[src/rtl/core_zero_padding_pkg.sv]
// Shared types and sizing helpers for the zero-padding stage.
// Holds the padding FSM encoding, the pad/interior position class used by the
// downstream conv line-buffer stages, the stage-1 pipeline payload, and the
// default output geometry with its derived counter widths.
package core_zero_padding_pkg;

    localparam int unsigned ZP_DWIDTH = 32;
    localparam int unsigned ZP_WIDTH  = 56;
    localparam int unsigned ZP_HEIGHT = 56;
    localparam int unsigned ZP_PAD    = 1;

    // Padded output geometry for the default configuration.
    localparam int unsigned OW = ZP_WIDTH + 2 * ZP_PAD;
    localparam int unsigned OH = ZP_HEIGHT + 2 * ZP_PAD;

    // Counter width able to hold 0..n-1 (never below 1 bit).
    function automatic int unsigned zp_cnt_width(input int unsigned n);
        return (n < 2) ? 1 : $clog2(n);
    endfunction

    localparam int unsigned COL_W = zp_cnt_width(OW);
    localparam int unsigned ROW_W = zp_cnt_width(OH);

    typedef enum logic [2:0] {
        PAD_TOP    = 3'd0,
        ROW_LEFT   = 3'd1,
        ROW_DATA   = 3'd2,
        ROW_RIGHT  = 3'd3,
        PAD_BOTTOM = 3'd4
    } zp_state_e;

    typedef enum logic {
        POS_INTERIOR = 1'b0,
        POS_PAD      = 1'b1
    } zp_pos_class_e;

    // Decision carried from stage 0 into the cycle where read data is valid.
    typedef struct packed {
        logic          valid;
        zp_pos_class_e pos_class;
        logic          last;
    } zp_stage_t;

endpackage

[src/rtl/zp_position_counter.sv]
// Raster position tracker for the zero-padding stage.
// Ports:
//   clock, reset  - clock, asynchronous active-high reset
//   advance       - consume the current position this cycle
//   is_pad        - current position is a border (zero) position
//   last_pos      - current position is (OH-1, OW-1)
module zp_position_counter
    import core_zero_padding_pkg::*;
#(
    parameter int unsigned WIDTH  = ZP_WIDTH,
    parameter int unsigned HEIGHT = ZP_HEIGHT,
    parameter int unsigned PAD    = ZP_PAD
) (
    input  logic clock,
    input  logic reset,
    input  logic advance,
    output logic is_pad,
    output logic last_pos
);

    localparam int unsigned P_OW = WIDTH + 2 * PAD;
    localparam int unsigned P_OH = HEIGHT + 2 * PAD;
    localparam int unsigned CW   = zp_cnt_width(P_OW);
    localparam int unsigned RW   = zp_cnt_width(P_OH);

    logic [CW-1:0] col;
    logic [RW-1:0] row;
    logic          col_last;
    logic          row_last;
    zp_state_e     state_q;
    zp_state_e     state_d;

    assign col_last = (col == CW'(P_OW - 1));
    assign row_last = (row == RW'(P_OH - 1));

    // Raster col/row counters; hold whenever the position is not consumed.
    always_ff @(posedge clock or posedge reset) begin
        if (reset) begin
            col <= '0;
            row <= '0;
        end else if (advance) begin
            if (col_last) begin
                col <= '0;
                row <= row_last ? '0 : row + RW'(1);
            end else begin
                col <= col + CW'(1);
            end
        end
    end

    // FSM state register.
    always_ff @(posedge clock or posedge reset) begin
        if (reset) begin
            state_q <= PAD_TOP;
        end else begin
            state_q <= state_d;
        end
    end

    // Next state: each region ends on the column/row where it is consumed.
    always_comb begin
        state_d = state_q;
        if (advance) begin
            case (state_q)
                PAD_TOP:    if (col_last && row == RW'(PAD - 1)) state_d = ROW_LEFT;
                ROW_LEFT:   if (col == CW'(PAD - 1)) state_d = ROW_DATA;
                ROW_DATA:   if (col == CW'(PAD + WIDTH - 1)) state_d = ROW_RIGHT;
                ROW_RIGHT:  if (col_last) state_d = (row == RW'(PAD + HEIGHT - 1)) ? PAD_BOTTOM : ROW_LEFT;
                PAD_BOTTOM: if (col_last && row_last) state_d = PAD_TOP;
                default:    state_d = PAD_TOP;
            endcase
        end
    end

    assign is_pad   = (state_q != ROW_DATA);
    assign last_pos = (state_q == PAD_BOTTOM) && col_last && row_last;

endmodule

[src/rtl/core_zero_padding.sv]
// Zero-padding stage between the max-pool output FIFO and the next conv
// layer's line buffer. Reads WIDTH x HEIGHT words in raster order and writes
// (WIDTH+2*PAD) x (HEIGHT+2*PAD) words, border words forced to zero.
// Optional status outputs are enabled by defining CORE_ZERO_PADDING_STATUS_EN.
// Ports:
//   clock, reset   - clock, asynchronous active-high reset
//   ff_rdata       - read-FIFO data, valid the cycle after ff_rdreq
//   ff_rdreq       - read-FIFO pop (combinational decode of stage 0)
//   ff_empty       - read-FIFO empty
//   ff_wdata       - write-FIFO data (holds when ff_wrreq is low)
//   ff_wrreq       - write-FIFO push
//   ff_full        - write-FIFO almost-full (>= 3 entries of slack)
//   frame_done     - (status) pulse with the write of the last position
//   frame_count    - (status) completed frame counter, wraps at 16 bits
module core_zero_padding
    import core_zero_padding_pkg::*;
#(
    parameter int unsigned DWIDTH = ZP_DWIDTH,
    parameter int unsigned WIDTH  = ZP_WIDTH,
    parameter int unsigned HEIGHT = ZP_HEIGHT,
    parameter int unsigned PAD    = ZP_PAD
) (
    input  logic              clock,
    input  logic              reset,
    input  logic [DWIDTH-1:0] ff_rdata,
    output logic              ff_rdreq,
    input  logic              ff_empty,
    output logic [DWIDTH-1:0] ff_wdata,
    output logic              ff_wrreq,
    input  logic              ff_full
`ifdef CORE_ZERO_PADDING_STATUS_EN
    ,
    output logic              frame_done,
    output logic [15:0]       frame_count
`endif
);

    logic      is_pad;
    logic      last_pos;
    logic      advance_c;
    zp_stage_t stage1;

    // Pad positions need only write space; interior ones also need a word.
    assign advance_c = ~ff_full & (is_pad | ~ff_empty);
    assign ff_rdreq  = advance_c & ~is_pad;

    zp_position_counter #(
        .WIDTH  (WIDTH),
        .HEIGHT (HEIGHT),
        .PAD    (PAD)
    ) u_position (
        .clock    (clock),
        .reset    (reset),
        .advance  (advance_c),
        .is_pad   (is_pad),
        .last_pos (last_pos)
    );

    // Two-stage pipeline: equal latency for pad and interior keeps raster order.
    always_ff @(posedge clock or posedge reset) begin
        if (reset) begin
            stage1   <= '0;
            ff_wrreq <= 1'b0;
            ff_wdata <= '0;
        end else begin
            stage1.valid     <= advance_c;
            stage1.pos_class <= is_pad ? POS_PAD : POS_INTERIOR;
            stage1.last      <= last_pos;
            ff_wrreq         <= stage1.valid;
            if (stage1.valid) begin
                ff_wdata <= (stage1.pos_class == POS_PAD) ? '0 : ff_rdata;
            end
        end
    end

`ifdef CORE_ZERO_PADDING_STATUS_EN
    // Frame status, aligned with the write of the final position.
    always_ff @(posedge clock or posedge reset) begin
        if (reset) begin
            frame_done  <= 1'b0;
            frame_count <= '0;
        end else begin
            frame_done <= stage1.valid & stage1.last;
            if (stage1.valid && stage1.last) begin
                frame_count <= frame_count + 16'(1);
            end
        end
    end
`else
    logic unused_last;
    assign unused_last = stage1.last;
`endif

endmodule

[config.mk]
export PLATFORM = sky130hd
export DESIGN_NAME = core_zero_padding
export DESIGN_NICKNAME = d
export VERILOG_FILES = /design/src/rtl/core_zero_padding_pkg.sv /design/src/rtl/zp_position_counter.sv /design/src/rtl/core_zero_padding.sv
export SDC_FILE = /design/constraint.sdc
export NUM_CORES = 1
export LEC_CHECK = 0
export BUFFER_PORTS_ARGS = -buffer_cell sky130_fd_sc_hd__buf_2
export CAP_MARGIN = 20
export CORE_MARGIN = 3
export CORE_UTILIZATION = 55
export DETAILED_ROUTE_END_ITERATION = 10
export PLACE_DENSITY = 0.89
export SYNTH_ARGS = -nofsm -noshare
export SYNTH_HDL_FRONTEND = slang
export SYNTH_SLANG_ARGS = --single-unit
[constraint.sdc]
create_clock -name clock -period 2.86 [get_ports clock]
set_input_delay 0 -clock clock [delete_from_list [all_inputs] [get_ports clock]]
set_output_delay 0 -clock clock [all_outputs]
set_load 0.02 [all_outputs]
Word-level counts from Yosys, hierarchy flattened --
Cells that the tools add are included.
Storage, ports and cells: logic and storage cells 47, flip-flop bits (word level) 50, input port bits 36, output and inout port bits 34
Operators by class: reduce and logical (&&, ||, !) cells 7, muxes and demuxes 11, equal/unequal tests 14, bitwise gates (word level) 6, $add $sub $neg 2
Operators with widths (count):
- 2-to-1 mux 32 bit | 1
- equality test 6 bit, second input constant | 4
- 2-to-1 mux 3 bit | 6
- one-hot mux 3 bit (5 select lines) | 1
- adder 6 x 1 -> 6 bit, second input constant | 2
- logical NOT 6 bit | 2
- 2-to-1 mux 6 bit | 2
- != test 2 x 1 -> 1 bit, second input constant | 5
- equality test 3 x 2 -> 1 bit, second input constant | 2
- AND reduction 6 bit | 1
- equality test 3 x 1 -> 1 bit, second input constant | 1
- equality test 3 bit, second input constant | 1
- logical NOT 3 bit | 1
- != test 3 x 2 -> 1 bit, second input constant | 1
- inverter 1 bit | 3
- bitwise AND 1 bit | 2
- logical AND 1 bit | 2
- AND reduction 2 bit | 1
- 2-to-1 mux 1 bit | 1
- bitwise OR 1 bit | 1

Longest topological paths before layout --
Gate-level depths: netlist of run 1.
word-level depth 4, gate-level depth with buffers 8, gate-level depth less buffers 6

Cells and area by module --
A second synthesis of run 1 with hierarchy kept.
Unflattened totals: cells, all modules 183, area total of the unflattened synthesis 2262.2 um^2
By module, submodules not included:
- core_zero_padding | seq. area each 875.8 um^2, cells an instance 80, area each 1302.5 um^2, instances 1
- zp_position_counter | seq. area each 375.4 um^2, cells an instance 103, area each 959.7 um^2, instances 1

Worst setup path before layout of run 1 --
No wires, ideal clock.
path kind register to register, start reg u_position.state_q[2], end reg u_position.row[2], buffers on the path 1, data required time 2.735 ns, cell stages (with the launch flop) 7, library setup time 0.125 ns, clock period less this slack 1.730 ns, setup slack 1.130 ns, arrival time 1.605 ns, cells stage by stage dfrtp_1 > or3b_1 > buf_4 > o21ai_4 > inv_2 > nand3_1 > mux2_2
On the way: cells in the longest elaborated chain, start to end 4
Ends and longest elaborated chain:
- start, declared | RTL line zp_position_counter.sv:30 | zp_state_e state_q;
- start signal, assigned | RTL line zp_position_counter.sv:56 | state_q <= state_d;
- != test 3 x 2 -> 1 bit | RTL line zp_position_counter.sv:75 | assign is_pad = (state_q != ROW_DATA);
- net is_pad | RTL line core_zero_padding.sv:38 | logic is_pad;
- bitwise OR 1 bit | RTL line core_zero_padding.sv:44 | assign advance_c = ~ff_full & (is_pad | ~ff_empty);
- bitwise AND 1 bit | RTL line core_zero_padding.sv:44
- AND reduction 2 bit (no source line)
- end signal, assigned | RTL line zp_position_counter.sv:44 | row <= row_last ? '0 : row + RW'(1);
- end, declared | RTL line zp_position_counter.sv:27 | logic [RW-1:0] row;
The timed path passes the listed nets, and every way through them passes these cells. A chain may end at the register's enable or synchronous reset.

Worst setup path after layout of run 1 --
start reg u_position.state_q[2], end reg u_position.row[2]
On the way: cells in the longest elaborated chain, start to end 4
Ends and longest elaborated chain (RTL line):
- != test 3 x 2 -> 1 bit | zp_position_counter.sv:75
- bitwise OR 1 bit | core_zero_padding.sv:44
- bitwise AND 1 bit | core_zero_padding.sv:44
- AND reduction 2 bit (no source line)
No other way between the ends.

==> key figures, run 1 <==
Logic synthesis
  – Post-Synth Adder-Cell Area: 0.0329
  – #FFs+latches synth: 50
  – Largest family of logic cells by synthesized area: compound AO/OA/AOI/OAI gates
  – Yosys warning total: 0
  – Synth cell types: 38
  – Seq/Total Area, Yosys: 0.548
  – Cell Area, Synth: 0.00228 sq mm
  – Post-Syn Instances: 242
  – Post-synthesis mux area share: 0.0115
  – Xor/xnor share of the synthesized area: 0
  – Syn_nets: 284
  – Average cell area after synthesis: 9.43 sq um
  – Post-synthesis compound-gate area fraction: 0.175
  – Post-synthesis simple-gate area fraction: 0.145

Worst setup path
  – Crit-path max FO: 14
  – CP required: 3.05 ns
  – CP Launch Type: flip-flop
  – Critical Path AT: 2.14 ns
  – CP endpoint kind: flip-flop
  – CP Class: reg2reg

Status
  – Status: complete, no violations

Min path
  – Worst hold path class: in2reg

Power
  – Flop pwr share: 0.449
  – Leakage power: 1.52 nW
  – Comb pwr share: 0.389
  – VDD IR max: 0.406 mV
  – Int Power: 1.41 mW
  – PnR Total Power: 2.43 mW
  – Switching Share: 0.421
  – Pwr dens: 784 mW/mm^2
  – Net Sw Power: 1.02 mW
  – Clock power share: 0.162

Cells and area
  – Share of layout cells above drive strength 1: 0.266
  – Area Overhead vs Synth: 35.7%
  – Filler cells: 193
  – Final #Nets: 388
  – Area of the multi-input gates: 835 sq um
  – Register area: 0.00125 sq mm
  – Final Non-Filler Cells: 394
  – Final core utilization: 0.810
  – # diodes: 0
  – Finished Cell Area: 0.00310 sq mm

Timing
  – Final Setup Violations: 0
  – Setup TNS: 0 ns
  – Fin crit period: 1.95 ns
  – Final worst slack: 0.908 ns
  – Relative slew margins: 0.734
  – Tcrit/Tclk final: 0.682
  – Fin. Hold Viols: 0
  – Fin Hold WS: 0.0312 ns
  – RSZ-0062 raised after global routing: no
  – Fmax: 512 MHz
  – Slew Viols, Final: 0
  – Worst Max-Slew Pin Slew: 0.398 ns
  – Clk_skew: 0.00592 ns

Drt
  – Routed WL: 6.98 mm
  – Vias per cell: 5.67
  – Initial detailed-routing violation count: 204
  – DRC Markers: 0
  – Wire per inst: 17.7 um
  – First-pass iteration count of the detailed router: 5
  – Total number of vias: 2,233
  – Post-route ant nets: 0

Floorplan
  – DIE WIDTH: 70.4 um
  – Row count: 22
  – Core Region: 0.00383 sq mm
  – Initial core utilization: 0.596
  – # IOs: 70
  – DIE HEIGHT: 70.4 um
  – Die area: 0.00496 sq mm

Place
  – Placed Cells: 353
  – Port buffer count: 69
  – Placement Setup Slack: 0.936 ns
  – Dpl cell area: 0.00266 sq mm
  – Hpwl dp: 3.54 mm
  – Routability Congestion: 0.864

Clock tree
  – Maximum clock path buffer count: 2
  – Num CTS Buffers: 5
  – CTS tree: yes
  – Clk_lat worst skew: 0.30 ns
  – Post-cts repair resize count: 0
  – Clock Sinks: 50
  – Clk slew on worst S/H paths: 0.08 ns
  – CTS Root Cell: clkbuf_8
  – H-tree Lvls: 2

Global routing
  – Antenna violations before repair: 0
  – First-pass GRT wire length: 11.3 mm
  – GRT Util Overall: 0.294
  – GR Overflow Total: 0
  – Vias in the first global route: 2,280
  – Pin count of the biggest net entering global routing: 51

Flow run
  – Max-cap violations: 0
## flip-flops by register name, indices dropped and copies added, names as in the netlist
signal / flops
ff_wrreq: 1
u_position.row: 6
u_position.state_q: 3
ff_wdata: 32
stage1: 2
u_position.col: 6
## metal layers
metal | up-vias | GRT usage | wire [um]
met5 | - | 0 | 0
met4 | 0 | 0.111 | 226
met3 | 29 | 0.0921 | 621
met2 | 134 | 0.486 | 3440
li1 | 997 | - | -
met1 | 1073 | 0.356 | 2700
## cell usage after synthesis
cell type	count	area (sq um)
a311oi_2	1	15.0
o21ai_4	1	16.3
clkbuf_1	6	22.5
and2_4	1	8.76
nand4_1	3	18.8
o41ai_1	1	8.76
or3b_1	1	8.76
and3_1	2	12.5
a311o_1	1	10.0
buf_6	1	11.3
or2b_1	1	7.51
ha_1	6	75.1
o21ai_2	1	8.76
a21oi_1	3	15.0
buf_4	1	7.51
a21oi_2	1	8.76
nor2_1	7	26.3
o31ai_1	1	7.51
nand3_1	7	35.0
mux2_2	1	11.3
o2111ai_4	1	26.3
nor2b_1	2	12.5
a21o_1	1	7.51
nor3b_2	1	12.5
o21ai_0	44	220
dfrtp_1	50	1250
mux2_4	1	15.0
inv_1	41	154
nand2b_1	1	6.26
inv_2	1	3.75
and4b_4	1	13.8
o31a_1	1	8.76
nand2_1	39	146
nor3_1	2	10.0
o32ai_1	1	8.76
a31oi_1	4	25.0
nor4_1	2	12.5
o22ai_1	2	12.5
## worst max-delay path, cell delays in order (launching register included)
cell and delay [ns]:
dfrtp_1 0.47, or3b_1 0.54, o21ai_4 0.22, inv_2 0.14, nand3_1 0.14, mux2_2 0.34
## final cells by class
cell class,instances,share of cell area
clock buffers,5,0.0222
inverters,42,0.0509
well taps,48,0.0194
repair buffers,105,0.229
clock inverters,2,0.00485
flip-flops and latches,50,0.404
multi-input cells,142,0.269
## layout by cell type, fill, tap and decap left out, types with 2 or more instances in the layout
cell and n:
nor4_1 2, inv_1 40, buf_2 69, buf_4 2
clkbuf_8 5, a31oi_1 4, clkinvlp_4 2, inv_2 2
nor2_1 7, nand4_1 3, a21oi_1 3, nor3_1 2
and3_1 2, dfrtp_1 50, nand2_1 39, dlygate4sd3_1 33
o22ai_1 2, ha_1 6, nand3_1 7, o21ai_0 44
## path summary, 6_finish.rpt
check	from	end	slack, ns	cells after the start
worst min register to register	stage1[1]$_DFF_PP0_	ff_wdata[30]$_DFFE_PP0P_	0.50	1
worst max register to register	u_position.state_q[2]$_DFFE_PP0P_	u_position.row[2]$_DFFE_PP0P_	0.91	5
min in group asynchronous	reset	ff_wdata[31]$_DFFE_PP0P_	0.10	3
max in group asynchronous	reset	u_position.row[2]$_DFFE_PP0P_	2.32	4
worst max-delay path	u_position.state_q[2]$_DFFE_PP0P_	u_position.row[2]$_DFFE_PP0P_	0.91	5
worst min-delay path	ff_full	u_position.state_q[1]$_DFFE_PP0P_	0.03	3
## cells by family (layout without fill, tap and decap cells)
logic type                 count (synthesis)  count (layout)
muxes                                      2               2
and+or+nand+nor                           70              70
buffers and inverters                     50             154
AOI/OAI and AO/OA                         64              64
adders and majority gates                  6               6
DFF                                       50              50
## what timing repair did
item / CTS / global route
hold buffers: 33 / 0
setup buffers: 0 / 0
endpoints found under the hold margin: 82 / 0
endpoints found under the setup margin: 0 / 0
## power groups by stage
stage / Clock (mW) / Sequential, mW / Combinational [mW]
floorplan: 0 / 1.27 / 0.371
global placement: 0 / 1.07 / 0.826
detailed placement: 0 / 1.08 / 0.861
CTS: 0.403 / 1.07 / 0.897
global route: 0.423 / 1.11 / 1.02
finish: 0.393 / 1.09 / 0.945
Note: power is estimated with default switching activity, not from simulation.
==> run 2, diff against run 1 <==
Settings changed: ABC_AREA set to 1, CORE_UTILIZATION 55 to 46, PLACE_DENSITY 0.89 to 0.79.
Clock period 2.86 ns to 1.77 ns, I/O delays scaled along.
==> key figures, run 2 <==
Status
  – Status: complete, no violations

Place
  – Hpwl dp: 3.59 mm (+1.4%)
  – Port buffer count: 69 (unchanged)
  – Routability Congestion: 0.871 (+0.78%)

Timing
  – Worst Max-Slew Pin Slew: 0.536 ns (+0.138 ns)
  – Clk_skew: 0.0103 ns (+0.00440 ns)
  – Fin. Hold Viols: 0 (unchanged)
  – Final Setup Violations: 0 (unchanged)
  – Fin Hold WS: 0.0484 ns (+0.0173 ns)
  – Fmax: 666 MHz
  – Setup TNS: 0 ns (unchanged)
  – Relative slew margins: 0.642 (-0.0914)
  – Fin crit period: 1.50 ns
  – Tcrit/Tclk final: 0.848
  – Slew Viols, Final: 0 (unchanged)
  – RSZ-0062 raised after global routing: no

Cells and area
  – Most flops, register: ff_wdata
  – Commonest non-fill, non-tap cells in the layout: 69 x buf_2, 53 x inv_1, 50 x nand3_1, 50 x dfrtp_1, 38 x o21ai_0
  – Share of layout cells above drive strength 1: 0.246 (-0.0198)
  – Most common cell after layout, fill and taps aside: buf_2
  – Filler cells: 366 (+90%)
  – Final core utilization: 0.668 (-0.142)
  – # diodes: 0 (unchanged)
  – Final #Nets: 427 (+10%)
  – Biggest registers after layout: ff_wdata x32, u_position.col x6, u_position.row x6
  – Max reg flops: 32 (unchanged)
  – Area Overhead vs Synth: 35.1%

Logic synthesis
  – Number of synthesized flops with an enable pin: 0 (unchanged)
  – Average cell area after synthesis: 8.52 sq um (-9.6%)
  – Post-Syn Instances: 283 (+17%)
  – Seq/Total Area, Yosys: 0.519 (-0.0296)
  – Syn_nets: 325 (+14%)
  – Synth cell count leaders: 54 x inv_1, 50 x dfrtp_1, 50 x nand3_1
  – Count leader, synth: inv_1
  – Area contributors post-synth: dfrtp_1 52%, nand3_1 10%, inv_1 8.4%, o21ai_0 7.9%, nand2_1 4.0%
  – Yosys warning total: 0 (unchanged)
  – Cell Area, Synth: 0.00241 sq mm (+5.7%)
  – Synth cell types: 28 (-26%)
  – Cell taking the most area after synthesis: dfrtp_1
  – Area share of the largest cell type after synthesis: 0.519 (-0.0296)
  – Ys async rst share: 1.00 (unchanged)
  – Synth Flop Type: dfrtp_1
  – #FFs+latches synth: 50 (unchanged)

Drt
  – Vias per cell: 5.03 (-11%)
  – DR top layer: met4
  – DRC Markers: 0 (unchanged)
  – Wire per inst: 13.6 um (-23%)
  – Met3 WL post-DR: 374 um (-40%)
  – Total number of vias: 2,280 (+2.1%)
  – Initial detailed-routing violation count: 106 (-48%)
  – First-pass iteration count of the detailed router: 4 (-1)
  – Met2 wire length: 2.94 mm (-15%)
  – Routed metal-1 wirelength: 2.80 mm (+3.6%)
  – Routed WL: 6.18 mm (-12%)
  – Post-route ant nets: 0 (unchanged)

Clock tree
  – H-tree Lvls: 2 (unchanged)
  – Setup Buffers After CTS: 0 (unchanged)
  – CTS tree: yes
  – CTS Root Cell: clkbuf_8
  – Num CTS Buffers: 5 (unchanged)
  – Clk slew on worst S/H paths: 0.09 ns (about the same)
  – Clk_lat worst skew: 0.31 ns (about the same)
  – Clock Sinks: 50 (unchanged)
  – Maximum clock path buffer count: 2 (unchanged)

Power
  – Pwr dens: 834 mW/mm^2 (+6.5%)
  – PnR Total Power: 2.72 mW (+12%)
  – Clock power share: 0.248 (+0.086)
  – Flop pwr share: 0.517 (+0.068)
  – Leakage power: 1.63 nW (+7.0%)
  – Switching Share: 0.334 (-0.0871)
  – Net Sw Power: 0.907 mW (-11%)
  – Comb pwr share: 0.235 (-0.154)
  – VDD IR max: 0.592 mV (+46%)
  – Int Power: 1.81 mW (+29%)

Global routing
  – GRT Util Overall: 0.213 (-0.0803)
  – First-pass GRT wire length: 10.5 mm (-6.6%)
  – Antenna violations before repair: 0 (unchanged)
  – Pin count of the biggest net entering global routing: 66 (+29%)
  – GR Overflow Total: 0 (unchanged)
  – Vias in the first global route: 2,256 (-1.1%)

Worst setup path
  – RR Startpoint: u_position.row[1]$_DFFE_PP0P_
  – CP endpoint kind: primary output
  – Crit. Startpoint: u_position.state_q[2]$_DFFE_PP0P_
  – CP Launch Type: flip-flop
  – Crit-path max FO: 11 (-3)
  – CP required: 1.77 ns (-1.28 ns)
  – Critical Path AT: 1.50 ns (-0.64 ns)
  – R2r worst-path depth: 11 (+6)
  – Reg2reg end: u_position.state_q[2]$_DFFE_PP0P_
  – CP Class: reg2out
  – R2R Setup Slk: 0.33 ns (-0.58 ns)

Floorplan
  – # IOs: 70 (unchanged)
  – Initial core utilization: 0.494 (-0.102)
  – Die area: 0.00615 sq mm (+24%)
  – DIE WIDTH: 78.4 um (+11%)
  – DIE HEIGHT: 78.4 um (+11%)
  – Core Region: 0.00488 sq mm (+28%)
  – Row count: 25 (+14%)

Flow run
  – Max-cap violations: 0 (unchanged)

Min path
  – Hold Path Stages: 4 (+1)
  – Hold_sp: ff_full
  – Hold Path End: u_position.col[3]$_DFFE_PP0P_
  – Worst hold path class: in2reg
run 2: changes by cell type in the layout (fill, tap and decap cells not counted), moves of 2 or more:
cell | previous run | this run
nor2_1 | 7 | 13
xor2_1 | 0 | 4
nor2_4 | 0 | 3
and3_1 | 2 | 0
nand2_1 | 39 | 26
o21ai_1 | 0 | 6
inv_2 | 2 | 4
inv_1 | 40 | 53
a31oi_1 | 4 | 0
o21ai_0 | 44 | 38
nand2_2 | 0 | 3
a21oi_1 | 3 | 1
nand3_1 | 7 | 50
run 2: worst max-delay path, cell delays in order, from the launching register on:
cell and delay [ns]:
dfrtp_1 0.46, nor2_1 0.16, nand3_2 0.11, nand2_4 0.11
inv_2 0.09, nand2_1 0.07, inv_1 0.04, buf_2 0.15
run 2: power by group through the flow:
stage	combinational (mW)	sequential [mW]	clock (mW)
floorplan	0.443	1.39	0
global placement	0.558	1.42	0
detailed placement	0.577	1.42	0
CTS	0.636	1.40	0.690
global route	0.730	1.43	0.732
finish	0.637	1.41	0.674
run 2: worst max path at each step:
stage                                              to  slack (ns)  cells past startpoint
floorplan           u_position.state_q[2]$_DFFE_PP0P_        0.47                     11
global placement    u_position.state_q[1]$_DFFE_PP0P_        0.40                     11
detailed placement  u_position.state_q[2]$_DFFE_PP0P_        0.36                     11
CTS                                          ff_rdreq        0.26                      7
global route                                 ff_rdreq        0.15                      7
finish                                       ff_rdreq        0.27                      7
run 2: layout make-up:
cell class | instances | area (sq um) | area share
tap | 67 | 83.8 | 0.0257
multi-input combinational | 165 | 901 | 0.276
inverter | 57 | 214 | 0.0657
clock inverter | 3 | 21.3 | 0.00653
timing repair buffer | 106 | 718 | 0.220
sequential | 50 | 1250 | 0.384
clock buffer | 5 | 68.8 | 0.0211
run 2: metrics by stage:
step | cells | setup slack, ns | area, sq um
floorplan | 283 | 0.466 | 2410
global placement | 412 | 0.401 | 2840
detailed placement | 412 | 0.362 | 2840
CTS | 453 | 0.263 | 3260
global route | 453 | 0.149 | 3260
finish | 453 | 0.269 | 3260
run 2: cell families (layout without fill, tap and decap cells):
group	count (synthesis)	in the layout	share of synthesized area
buffers and inverters	68	171	0.108
AOI/OAI and AO/OA	48	48	0.102
and+or+nand+nor	106	106	0.222
DFF	50	50	0.519
xor gates and xnor gates	5	5	0.0182
adders and majority gates	6	6	0.0311
run 2: repair_timing:
action	4_1_cts	5_1_grt
setup endpoints to repair	0	0
hold buffers	33	0
resized for setup	0	0
hold endpoints to repair	56	0
run 2: metal layers:
metal | vias up | GRT usage
li1 | 1104 | -
met1 | 1091 | 0.279
met4 | 0 | 0.0612
met5 | - | 0
met3 | 9 | 0.0528
met2 | 76 | 0.352
==> run 3, diff against run 2 <==
Clock period 1.77 ns to 1.2 ns, I/O delays scaled along.
==> key figures, run 3 (synthesis gave the netlist of run 2 again) <==
Floorplan
  – Initial core utilization: 0.494 (unchanged)
  – # IOs: 70 (unchanged)
  – Row count: 25 (unchanged)
  – DIE HEIGHT: 78.4 um (unchanged)
  – Die area: 0.00615 sq mm (unchanged)
  – Core Region: 0.00488 sq mm (unchanged)
  – DIE WIDTH: 78.4 um (unchanged)

Clock tree
  – H-tree Lvls: 2 (unchanged)
  – Maximum clock path buffer count: 2 (unchanged)
  – CTS Root Cell: clkbuf_8
  – Num CTS Buffers: 5 (unchanged)
  – Clock Sinks: 50 (unchanged)
  – CTS tree: yes
  – Clk_lat worst skew: 0.31 ns (about the same)
  – Clk slew on worst S/H paths: 0.09 ns (about the same)

Worst setup path
  – Reg2reg end: u_position.row[0]$_DFFE_PP0P_
  – Crit-path max FO: 4 (-7)
  – CP endpoint kind: flip-flop
  – Crit. Startpoint: u_position.state_q[1]$_DFFE_PP0P_
  – R2r worst-path depth: 8 (-3)
  – CP required: 1.43 ns (-0.34 ns)
  – CP Launch Type: flip-flop
  – RR Startpoint: u_position.state_q[1]$_DFFE_PP0P_
  – R2R Setup Slk: -0.25 ns (-0.58 ns)
  – Worst Setup EP: u_position.row[0]$_DFFE_PP0P_
  – CP Class: reg2reg
  – Critical Path AT: 1.68 ns (+0.18 ns)

Global routing
  – GR Overflow Total: 0 (unchanged)
  – First-pass GRT wire length: 11.4 mm (+8.7%)
  – Pin count of the biggest net entering global routing: 66 (unchanged)
  – GRT Util Overall: 0.237 (+0.0242)
  – Vias in the first global route: 2,461 (+9.1%)
  – Antenna violations before repair: 0 (unchanged)

Cells and area
  – Most common cell after layout, fill and taps aside: buf_2
  – Commonest non-fill, non-tap cells in the layout: 68 x buf_2, 49 x nand3_1, 46 x inv_1, 45 x dfrtp_1, 44 x buf_4
  – Final Non-Filler Cells: 498 (+9.9%)
  – Share of layout cells above drive strength 1: 0.404 (+0.158)
  – Biggest registers after layout: ff_wdata x32, u_position.col x6, u_position.row x6
  – Area Overhead vs Synth: 57.7%
  – Most flops, register: ff_wdata
  – Max reg flops: 32 (unchanged)
  – Final #Nets: 472 (+11%)
  – # diodes: 0 (unchanged)

Drt
  – Post-route ant nets: 0 (unchanged)
  – Initial detailed-routing violation count: 172 (+62%)
  – First-pass iteration count of the detailed router: 4 (unchanged)
  – DRC Markers: 0 (unchanged)
  – Total number of vias: 2,507 (+10%)
  – Wire per inst: 14.8 um (+8.5%)
  – Vias per cell: 5.03 (about the same)
  – Routed WL: 7.37 mm (+19%)

Timing
  – Worst Max-Slew Pin Slew: 0.274 ns (-0.262 ns)
  – Final worst slack: -0.253 ns (-0.522 ns)
  – Fin Hold WS: 0.101 ns (+0.0530 ns)
  – Final Setup Violations: 16 (+16)
  – Tcrit/Tclk final: 1.21
  – Fmax: 688 MHz
  – RSZ-0062 raised after global routing: yes
  – Clk_skew: 0.00886 ns (-0.00146 ns)
  – Fin. Hold Viols: 0 (unchanged)
  – Slew Viols, Final: 0 (unchanged)
  – Fin crit period: 1.45 ns
  – Relative slew margins: 0.816 (+0.174)

Power
  – VDD IR max: 0.980 mV (+66%)
  – PnR Total Power: 4.90 mW (+80%)
  – Pwr dens: 1290 mW/mm^2 (+55%)
  – Leakage power: 1.89 nW (+16%)

Place
  – Routability Congestion: 0.951 (+9.1%)
  – Placement Setup Slack: -0.145 ns (-0.506 ns)
  – Placed Cells: 441 (+7.0%)
  – Hpwl dp: 3.95 mm (+10%)
  – Port buffer count: 69 (unchanged)

Flow run
  – Max-cap violations: 0 (unchanged)

Min path
  – Hold Path Stages: 4 (unchanged)
  – Worst hold path class: in2reg
  – Hold_sp: ff_full

Status
  – Status: complete, but fails checks
  – Failing checks: negative setup slack
-- run 3: changes by cell type in the layout (fill, tap and decap cells not counted), sizes merged --
cell      before  now
inv           57   56
buf           73  118
clkinv         2    0
clkbuf         5    6
clkinvlp       1    2
bufinv         0    1
-- run 3: worst min path at each step --
stage | to
after global placement | u_position.col[2]$_DFFE_PP0P_
after global routing | u_position.col[3]$_DFFE_PP0P_
after detailed placement | u_position.row[1]$_DFFE_PP0P_
after CTS | u_position.col[3]$_DFFE_PP0P_
final | u_position.col[3]$_DFFE_PP0P_
after floorplan | ff_wdata[0]$_DFFE_PP0P_
-- run 3: worst max-delay path, stage by stage, from the launching register on --
cell     delay, ns
dfrtp_2       0.47
nand3_4       0.11
nand2_4       0.07
buf_4         0.14
buf_6         0.11
nor2_4        0.16
buf_4         0.15
nand3_1       0.06
o21ai_1       0.09
-- run 3: metrics by stage --
| stage | utilization | cell area (sq um) | setup TNS, ns |
|---|---|---|---|
| final | 0.779 | 3800 | -2.96 |
| after global routing | 0.779 | 3800 | -3.65 |
| after CTS | 0.759 | 3700 | -2.04 |
| after global placement | 0.636 | 3100 | -0.366 |
| after detailed placement | 0.636 | 3100 | -0.964 |
| after floorplan | - | 2430 | -0.0896 |
-- run 3: cell type report --
type | instances | area (sq um)
multi-input combinational | 165 | 1030
clock buffer | 6 | 72.6
fill | 310 | 1080
tap | 67 | 83.8
timing repair buffer | 151 | 1090
inverter | 57 | 223
sequential | 50 | 1260
clock inverter | 2 | 37.5
-- run 3: where the power goes --
group	internal [mW]	total (mW)	switching [mW]
clock	0.622	1.18	0.562
combinational	0.843	1.69	0.845
sequential	1.85	2.03	0.178
total	3.32	4.90	1.58
-- run 3: repair_timing --
item | 4_1_cts | 5_1_grt
endpoints found under the setup margin | 16 | 18
setup buffers | 10 | 6
hold buffers | 33 | 0
endpoints found under the hold margin | 82 | 0
pin swaps | 4 | 5
resized for setup | 28 | 18
-- run 3: metal layers --
metal  part of all wire  global-route usage  vias to the layer above
met3              0.051              0.0401                       20
met4              0.031              0.0874                        0
li1                   -                   -                     1202
met1               0.40               0.277                     1188
met5                  0                   0                        -
met2               0.52               0.435                       97
